==> src/rtl/imem_arbiter_pkg.sv <==
// rtl/imem_arbiter_pkg.sv - shared types and constants for the instruction-memory arbiter
//
// Purpose: core count, core id type, default stall-counter width and a
//          helper that turns a one-hot grant into a core id.
// Ports:   none (package).
package imem_arb_pkg;

  localparam int NUM_CORES = 2;
  localparam int DEF_CNT_W = 16;

  typedef logic core_id_t;

  // Grant is at most one-hot across two cores, so bit 1 alone names the winner.
  function automatic core_id_t gnt_to_id(input logic [NUM_CORES-1:0] g);
    return core_id_t'(g[1]);
  endfunction

endpackage

==> src/rtl/imem_arbiter_if.sv <==
// rtl/imem_arbiter_if.sv - fetch/response/memory bus between two cores and the arbiter
//
// Purpose: bundles the per-core fetch request, the response strobes and the
//          instruction-memory read port.
// Ports:   master = cores + memory side (drives req/pc/flush/mem_instr),
//          slave  = arbiter side (drives gnt/rsp_valid/rsp_instr/mem_en/mem_pc).
interface imem_arbiter_if #(
  parameter int PC_W = 32
);
  import imem_arb_pkg::*;

  logic [NUM_CORES-1:0]           req;
  logic [NUM_CORES-1:0][PC_W-1:0] pc;
  logic [NUM_CORES-1:0]           flush;
  logic [NUM_CORES-1:0]           gnt;
  logic [NUM_CORES-1:0]           rsp_valid;
  logic [31:0]                    rsp_instr;
  logic                           mem_en;
  logic [PC_W-1:0]                mem_pc;
  logic [31:0]                    mem_instr;

  modport master (
    output req, pc, flush, mem_instr,
    input  gnt, rsp_valid, rsp_instr, mem_en, mem_pc
  );

  modport slave (
    input  req, pc, flush, mem_instr,
    output gnt, rsp_valid, rsp_instr, mem_en, mem_pc
  );

endinterface

==> src/rtl/imem_arbiter_rr_arb2.sv <==
// rtl/imem_arbiter_rr_arb2.sv - two-way round-robin grant with last-winner pointer
//
// Purpose: combinational grant from the effective request vector; on a tie the
//          core that did not win last time is chosen.
// Ports:   clk, rst    - clock, synchronous active-high reset
//          eff  [1:0]  - effective requests (already masked by flush/reset)
//          gnt  [1:0]  - combinational grant, at most one bit set
module rr_arb2
  import imem_arb_pkg::*;
(
  input  logic                 clk,
  input  logic                 rst,
  input  logic [NUM_CORES-1:0] eff,
  output logic [NUM_CORES-1:0] gnt
);

  core_id_t last_gnt;

  always_comb begin
    gnt = '0;
    case (eff)
      2'b01:   gnt = 2'b01;
      2'b10:   gnt = 2'b10;
      // Tie: the core that did not win last time gets it.
      2'b11:   gnt = last_gnt ? 2'b01 : 2'b10;
      default: gnt = '0;
    endcase
  end

  // Reset value 1 makes core 0 the winner of the first tie.
  always_ff @(posedge clk) begin
    if (rst) begin
      last_gnt <= 1'b1;
    end else if (|gnt) begin
      last_gnt <= gnt_to_id(gnt);
    end
  end

endmodule

==> src/rtl/imem_arbiter.sv <==
// rtl/imem_arbiter.sv - shares one instruction memory between two fetch units
//
// Purpose: round-robin fetch arbitration, one-cycle read-response routing,
//          per-core flush of requests/responses and saturating stall counters.
// Ports:   clk, rst   - clock, synchronous active-high reset
//          bus        - imem_arbiter_if slave: req/pc/flush in, gnt/rsp_valid/
//                       rsp_instr out, mem_en/mem_pc out, mem_instr in
//          stall_clr  - zero both stall counters next cycle
//          stall_cnt  - per-core cycles requested but not granted
module imem_arbiter
  import imem_arb_pkg::*;
#(
  parameter int PC_W  = 32,
  parameter int CNT_W = DEF_CNT_W
) (
  input  logic                            clk,
  input  logic                            rst,
  imem_arbiter_if.slave                   bus,
  input  logic                            stall_clr,
  output logic [NUM_CORES-1:0][CNT_W-1:0] stall_cnt
);

  logic [NUM_CORES-1:0] eff;
  logic [NUM_CORES-1:0] gnt;
  logic [PC_W-1:0]      sel_pc;
  logic                 if_valid;
  core_id_t             if_id;

  // Reset masks requests so gnt/mem_en drop in the reset cycle itself.
  assign eff = bus.req & ~bus.flush & {NUM_CORES{~rst}};

  rr_arb2 u_arb (
    .clk (clk),
    .rst (rst),
    .eff (eff),
    .gnt (gnt)
  );

  always_comb begin
    sel_pc = '0;
    if (gnt[0]) begin
      sel_pc = bus.pc[0];
    end else if (gnt[1]) begin
      sel_pc = bus.pc[1];
    end
  end

  assign bus.gnt       = gnt;
  assign bus.mem_en    = |gnt;
  assign bus.mem_pc    = sel_pc;
  assign bus.rsp_instr = bus.mem_instr;

  // One read in flight at most: it is whatever was granted last cycle.
  always_ff @(posedge clk) begin
    if (rst) begin
      if_valid <= 1'b0;
      if_id    <= 1'b0;
    end else begin
      if_valid <= |gnt;
      if_id    <= gnt_to_id(gnt);
    end
  end

  // A flush in the response cycle kills that core's strobe; so does reset,
  // which discards a read issued just before it.
  always_comb begin
    bus.rsp_valid = '0;
    for (int i = 0; i < NUM_CORES; i++) begin
      bus.rsp_valid[i] = if_valid & (if_id == core_id_t'(i)) & ~bus.flush[i] & ~rst;
    end
  end

  // Clear wins over a same-cycle increment; counters stick at all-ones.
  always_ff @(posedge clk) begin
    for (int i = 0; i < NUM_CORES; i++) begin
      if (rst || stall_clr) begin
        stall_cnt[i] <= '0;
      end else if (eff[i] && !gnt[i] && !(&stall_cnt[i])) begin
        stall_cnt[i] <= stall_cnt[i] + CNT_W'(1);
      end
    end
  end

endmodule

==> src/flat_wrapper.sv <==
// flat-port wrapper written by rule: the top's interface ports become plain ports
module imem_arbiter_flat import imem_arb_pkg::*;
#(
  parameter int PC_W  = 32,
  parameter int CNT_W = DEF_CNT_W
)
  (clk, rst, stall_clr, stall_cnt, bus_req, bus_pc, bus_flush, bus_mem_instr, bus_gnt, bus_rsp_valid, bus_rsp_instr, bus_mem_en, bus_mem_pc);
  imem_arbiter_if #(.PC_W(PC_W)) bus_i ();
  input  logic clk;
  input  logic rst;
  input  logic stall_clr;
  output logic [NUM_CORES-1:0][CNT_W-1:0] stall_cnt;
  input wire logic [$bits(bus_i.req)-1:0] bus_req;
  input wire logic [$bits(bus_i.pc)-1:0] bus_pc;
  input wire logic [$bits(bus_i.flush)-1:0] bus_flush;
  input wire logic [$bits(bus_i.mem_instr)-1:0] bus_mem_instr;
  output wire logic [$bits(bus_i.gnt)-1:0] bus_gnt;
  output wire logic [$bits(bus_i.rsp_valid)-1:0] bus_rsp_valid;
  output wire logic [$bits(bus_i.rsp_instr)-1:0] bus_rsp_instr;
  output wire logic [$bits(bus_i.mem_en)-1:0] bus_mem_en;
  output wire logic [$bits(bus_i.mem_pc)-1:0] bus_mem_pc;
  assign bus_i.req = bus_req;
  assign bus_i.pc = bus_pc;
  assign bus_i.flush = bus_flush;
  assign bus_i.mem_instr = bus_mem_instr;
  assign bus_gnt = bus_i.gnt;
  assign bus_rsp_valid = bus_i.rsp_valid;
  assign bus_rsp_instr = bus_i.rsp_instr;
  assign bus_mem_en = bus_i.mem_en;
  assign bus_mem_pc = bus_i.mem_pc;
  imem_arbiter #(.PC_W(PC_W), .CNT_W(CNT_W)) u_core (.clk(clk), .rst(rst), .bus(bus_i), .stall_clr(stall_clr), .stall_cnt(stall_cnt));
endmodule
==> config.mk <==
export PLATFORM = sky130hd
export DESIGN_NAME = imem_arbiter_flat
export DESIGN_NICKNAME = d
export VERILOG_FILES = /design/src/rtl/imem_arbiter_pkg.sv /design/src/rtl/imem_arbiter_if.sv /design/src/rtl/imem_arbiter_rr_arb2.sv /design/src/rtl/imem_arbiter.sv /design/src/flat_wrapper.sv
export SDC_FILE = /design/constraint.sdc
export NUM_CORES = 1
export LEC_CHECK = 0
export ABC_AREA = 1
export CORE_MARGIN = 2
export CORE_UTILIZATION = 37
export DETAILED_ROUTE_END_ITERATION = 12
export PLACE_DENSITY = 0.95
export SLEW_MARGIN = 20
export SYNTH_ARGS = -nofsm -noshare
export SYNTH_HDL_FRONTEND = slang
export SYNTH_SLANG_ARGS = --single-unit
==> constraint.sdc <==
create_clock -name clk -period 3 [get_ports clk]
set_input_delay 0.9 -clock clk [delete_from_list [all_inputs] [get_ports clk]]
set_output_delay 0.9 -clock clk [all_outputs]
set_load 0.1 [all_outputs]
* Word level (Yosys, flattened, before mapping) *
Index checks and enable logic that the tools add are counted.
W data, S select, Z words.

cells by class
  add/subtract/negate cells = 2
  equal/unequal tests = 3
  mux-type cells = 4
  bitwise operators = 13
  reductions and logical operators = 12

operators with widths
  kind                     number
  $mux W32                 2
  $add A16 B1 Y16 const B  2
  $reduce_and A16 Y1       2
  $and A1 B1 Y1            6
  $pmux W2 S3              1
  $and A2 B2 Y2            2
  $eq A2 B2 Y1 const B     2
  $logic_and A1 B1 Y1      4
  $logic_not A1 Y1         4
  $not A1 Y1               4
  $eq A2 B1 Y1 const B     1
  $mux W2                  1
  $not A2 Y2               1
  $reduce_or A2 Y1         1
  $logic_or A1 B1 Y1       1

word-level totals
  bits in registers = 35
  input bits = 103
  output and inout bits = 101
  logic and storage cells = 39

* Depth between registers and ports, before layout *
Gate-level depths: netlist of the first run.

  depth after elaboration = 8
  gate-level depth with buffers = 10

* Modules after synthesis *
A second synthesis of the first run with hierarchy kept.

unflattened totals
  cell total of the unflattened synthesis = 462
  area total of the unflattened synthesis = 2712.6 sq um

by module, submodules not included
  module        times used  cells an instance  area an instance (sq um)
  imem_arbiter  1           452                2656.3
  rr_arb2       1           10                 56.3

* Worst setup path after synthesis of the first run *
OpenSTA, ideal clock, no wires.

  path kind = in2out
  start = input rst
  end = output bus_rsp_valid[0]
  arrival time = 3.859 ns
  data required time = 2.100 ns
  setup slack = -1.759 ns
  stages = 1
  path buffers = 0
  path through = nor4_1

on the way
  longest elaborated chain between the ends = 2

ends and longest elaborated chain
  item           line                RTL
  from (decl)    flat_wrapper.sv:10  input logic rst;
  $not A1 Y1     imem_arbiter.sv:69  bus.rsp_valid[i] = if_valid & (if_id == core_id_t'(i)) & ~bus.flush[i] & ~rst;
  $and A1 B1 Y1  imem_arbiter.sv:69
  to (decl)      flat_wrapper.sv:18  output wire logic [$bits(bus_i.rsp_valid)-1:0] bus_rsp_valid;

No other way between the ends.

* Worst setup path after layout of the first run *
  start = input rst
  end = output bus_mem_pc[28]

on the way
  longest elaborated chain between the ends = 6
  elaborated cells between the ends (all ways) = 8
  those cells by class = eq/ne (3); mux (3); bitwise (2)

ends and longest elaborated chain
  item                                          line                        RTL
  $not A1 Y1 (*)                                imem_arbiter.sv:30          assign eff = bus.req & ~bus.flush & {NUM_CORES{~rst}};
  $and A2 B2 Y2 (*)                             imem_arbiter.sv:30
  $eq A2 B2 Y1 or $eq A2 B1 Y1 (tied branches)  imem_arbiter_rr_arb2.sv:21  case (eff)
  $pmux W2 S3 (*)                               imem_arbiter_rr_arb2.sv:21
  $mux W32                                      imem_arbiter.sv:43          end else if (gnt[1]) begin
  $mux W32 (*)                                  imem_arbiter.sv:41          if (gnt[0]) begin
  to (decl)                                     flat_wrapper.sv:21          output wire logic [$bits(bus_i.mem_pc)-1:0] bus_mem_pc;

Every way passes the cells marked *; elsewhere a longest branch is shown, timed or not.

==> qor.txt, run 1 <==
outcome -> finished with violations
violations in the final reports -> setup timing
initial antenna violation count -> 0
P&R area growth vs syn -> 90.7%
CTS clk-pin slew, worst paths -> 0.08 ns
Hold Vio Cnt, Final -> 0
DRC viols -> 0
TritonRoute pass-1 iters -> 8
CP max stage delay -> 0.24 ns
switching power total -> 0.564 mW
Core Area -> 6790 um^2
vias -> 3161
Sw Share -> 33.8%
first-pass GRT wire length -> 16200 um
Layout Cells excl Fill -> 610
sequential area share after synthesis -> 26.9%
Largest delay share family, worst path -> buffers and inverters
Vias/cell -> 5.18
Critical Path Start -> rst
final net count -> 618
Max Fanout on Critical Path -> 7
hpwl dp -> 7510 um
critical path capture point type -> output port
CTS tree -> done
Synth warnings -> 0
share of layout cells above drive strength 1 -> 33.5%
fin crit period -> 3.03 ns
min-delay src -> u_core.stall_cnt[1]$_SDFFE_PP0P_
Total Routing Usage GR -> 27.5%
Peak VDD IR -> 0.204 mV
critical path class -> primary input to output port
vias in the first global route -> 3212
internal power -> 1.10 mW
Max Slew Vio Count -> 0
placement row count -> 30
Comb power frac -> 40.8%
number of H-tree levels -> 2
cell taking the most area after synthesis -> dfxtp_1
Root Buffer -> clkbuf_8
Max-Cap Viols -> 0
Initial Utilization -> 38.3%
crit start category -> primary input
die height -> 87.8 um
ANT nets after route -> 0
crit share post-route -> 101%
clock power share -> 31.0%
Setup Slack @ Placement -> -0.434 ns
Crit Reg-Reg Startpoint -> u_core.stall_cnt[1]$_SDFFE_PP0P_
RSZ-0062 raised after global routing -> true
Clk Latency, worst-skew pair -> 0.29 ns
placed insts -> 589
die area -> 7720 um^2
Final GP Congestion -> 0.931
total global routing overflow -> 0
WL final -> 10700 um
Worst EP arrival -> 2.13 ns
die width -> 87.8 um
number of top-level pins -> 204
syn_nets -> 491
LEAKAGE -> 2.04 nW
Clock Skews -> 0.0115 ns
initial DRC count -> 164
fmax -> 330 MHz
setup violators final -> 29
CP Cell Sequence -> buf_8 > nor2_4 > nand2_4 > inv_4 > nand2_4 > buf_6 > nand2_8 > inv_8 > buf_8 > a22o_4 > buf_12
Port Buffers -> 139
commonest non-fill, non-tap cell in the layout -> nand2_1
sequential power share -> 28.2%
crit path buf inv count -> 6
CP max stage cell -> a22o_4
setup_tns -> -0.370 ns
TritonCTS Sinks -> 35
Worst EP required -> 2.10 ns
Seq cells post-synth -> 35
Mean Syn Cell Area -> 6.74 um^2
largest net degree at the start of global routing -> 22
Ant. Diodes -> 0
Clock Tree Buf Depth -> 2
CTS Buf Count -> 5
max_slew headroom -> 44.3%
synth unique cells -> 28
most frequent cells in the layout -> 94 x nand2_1, 65 x clkdlybuf4s50_1, 46 x nor2_1
Slew @ Worst Pin -> 0.829 ns
Setup WS post-layout -> -0.0315 ns
Hold Path Class -> register to register
Mapped Area -> 2600 um^2
post-DR wirelength/cell -> 17.5 um
PD cells -> 336 nW/um^2
Mapped Cells -> 386
top cell type's share of synthesized area -> 26.9%
Area contributors post-synth -> dfxtp_1 27%, nand2_1 14%, a22o_1 11%, buf_4 9.5%, nor2_1 6.9%
==> kinds of logic (layout without fill, tap and decap cells) <==
group                      after synthesis  after routing  synth area share, %
xor gates and xnor gates                12             12                 4.04
buffers and inverters                   76            204                 17.2
and+or+nand+nor                        195            195                 32.9
DFF                                     35             35                 26.9
AOI/OAI and AO/OA                       66             66                 17.9
adders and majority gates                2              2                0.962
==> area by class of cell <==
cell class / count / area (um^2)
Timing Repair Buffer: 165 / 2050
Fill cell: 428 / 1830
Multi-Input combinational cell: 275 / 1830
Sequential cell: 35 / 701
Inverter: 31 / 131
Tap cell: 96 / 120
Clock buffer: 5 / 68.8
Clock inverter: 3 / 67.6
==> registers in the layout, indices dropped and copies added, names as in the netlist <==
name                   count
u_core.if_id               1
u_core.if_valid            1
u_core.u_arb.last_gnt      1
u_core.stall_cnt          32
==> power groups by stage <==
stage          Combinational, mW  Sequential (mW)  Clock, mW
6_report                   0.681            0.471      0.517
5_1_grt                    0.700            0.470      0.541
4_1_cts                    0.673            0.470      0.525
3_5_place_dp               0.620            0.481          0
3_3_place_gp               0.611            0.481          0
2_1_floorplan              0.546            0.481          0
==> worst reg2reg max path, delay by kind of cell (launching register included) <==
family          cells  cell delay [ns]
flops               1             0.39
compound gates      2             0.87
simple gates        4             0.43
fa+ha+maj           1             0.21
==> layer usage <==
metal / track usage [%] / wire length [um]
met1: 27.1 / 3310
met2: 51.8 / 5730
met3: 9.05 / 1080
met4: 12.3 / 536
met5: 0 / 0
==> Yosys cell counts (all sizes together) <==
cell / count
nor3: 2
ha: 2
dfxtp: 35
nand4: 8
xnor2: 4
nor2: 56
nand2: 107
nand3: 19
a21oi: 26
o21bai: 2
clkbuf: 3
and2: 2
inv: 31
xor2: 8
nor4: 1
o21ai: 6
buf: 42
a22o: 32
==> per-stage QoR <==
step	hold slack [ns]	instance area [um^2]	power (mW)	utilization (%)
finish	0.516	4960	1.67	73.0
global route	0.545	4960	1.71	73.0
CTS	0.514	4940	1.67	72.7
detailed placement	0.500	4490	1.10	66.0
global placement	0.490	4490	1.09	66.0
floorplan	0.518	2920	1.03	-
==> repair_timing <==
action                     4_1_cts  5_1_grt
gates resized for setup         50        7
cloned                           6        0
pin swaps                       18        1
hold buffers                     0        0
setup buffers                    6        1
setup endpoints to repair       35       32
==> path summary, 6_finish.rpt <==
check | depth (start not counted) | slack [ns] | end
worst min register to register | 2 | 0.52 | u_core.stall_cnt[1]$_SDFFE_PP0P_
worst max register to register | 7 | 1.03 | u_core.stall_cnt[4]$_SDFFE_PP0P_
worst min-delay path | 2 | 0.52 | u_core.stall_cnt[1]$_SDFFE_PP0P_
worst max-delay path | 11 | -0.03 | bus_mem_pc[28]
Power figures use the tool's default switching activity.
==> run 2, diff against run 1 <==
Settings changed: CTS_BUF_LIST set to sky130_fd_sc_hd__clkbuf_8.
==> results of run 2 <==
Final layout, timing and power as in run 1 (identical DEF).
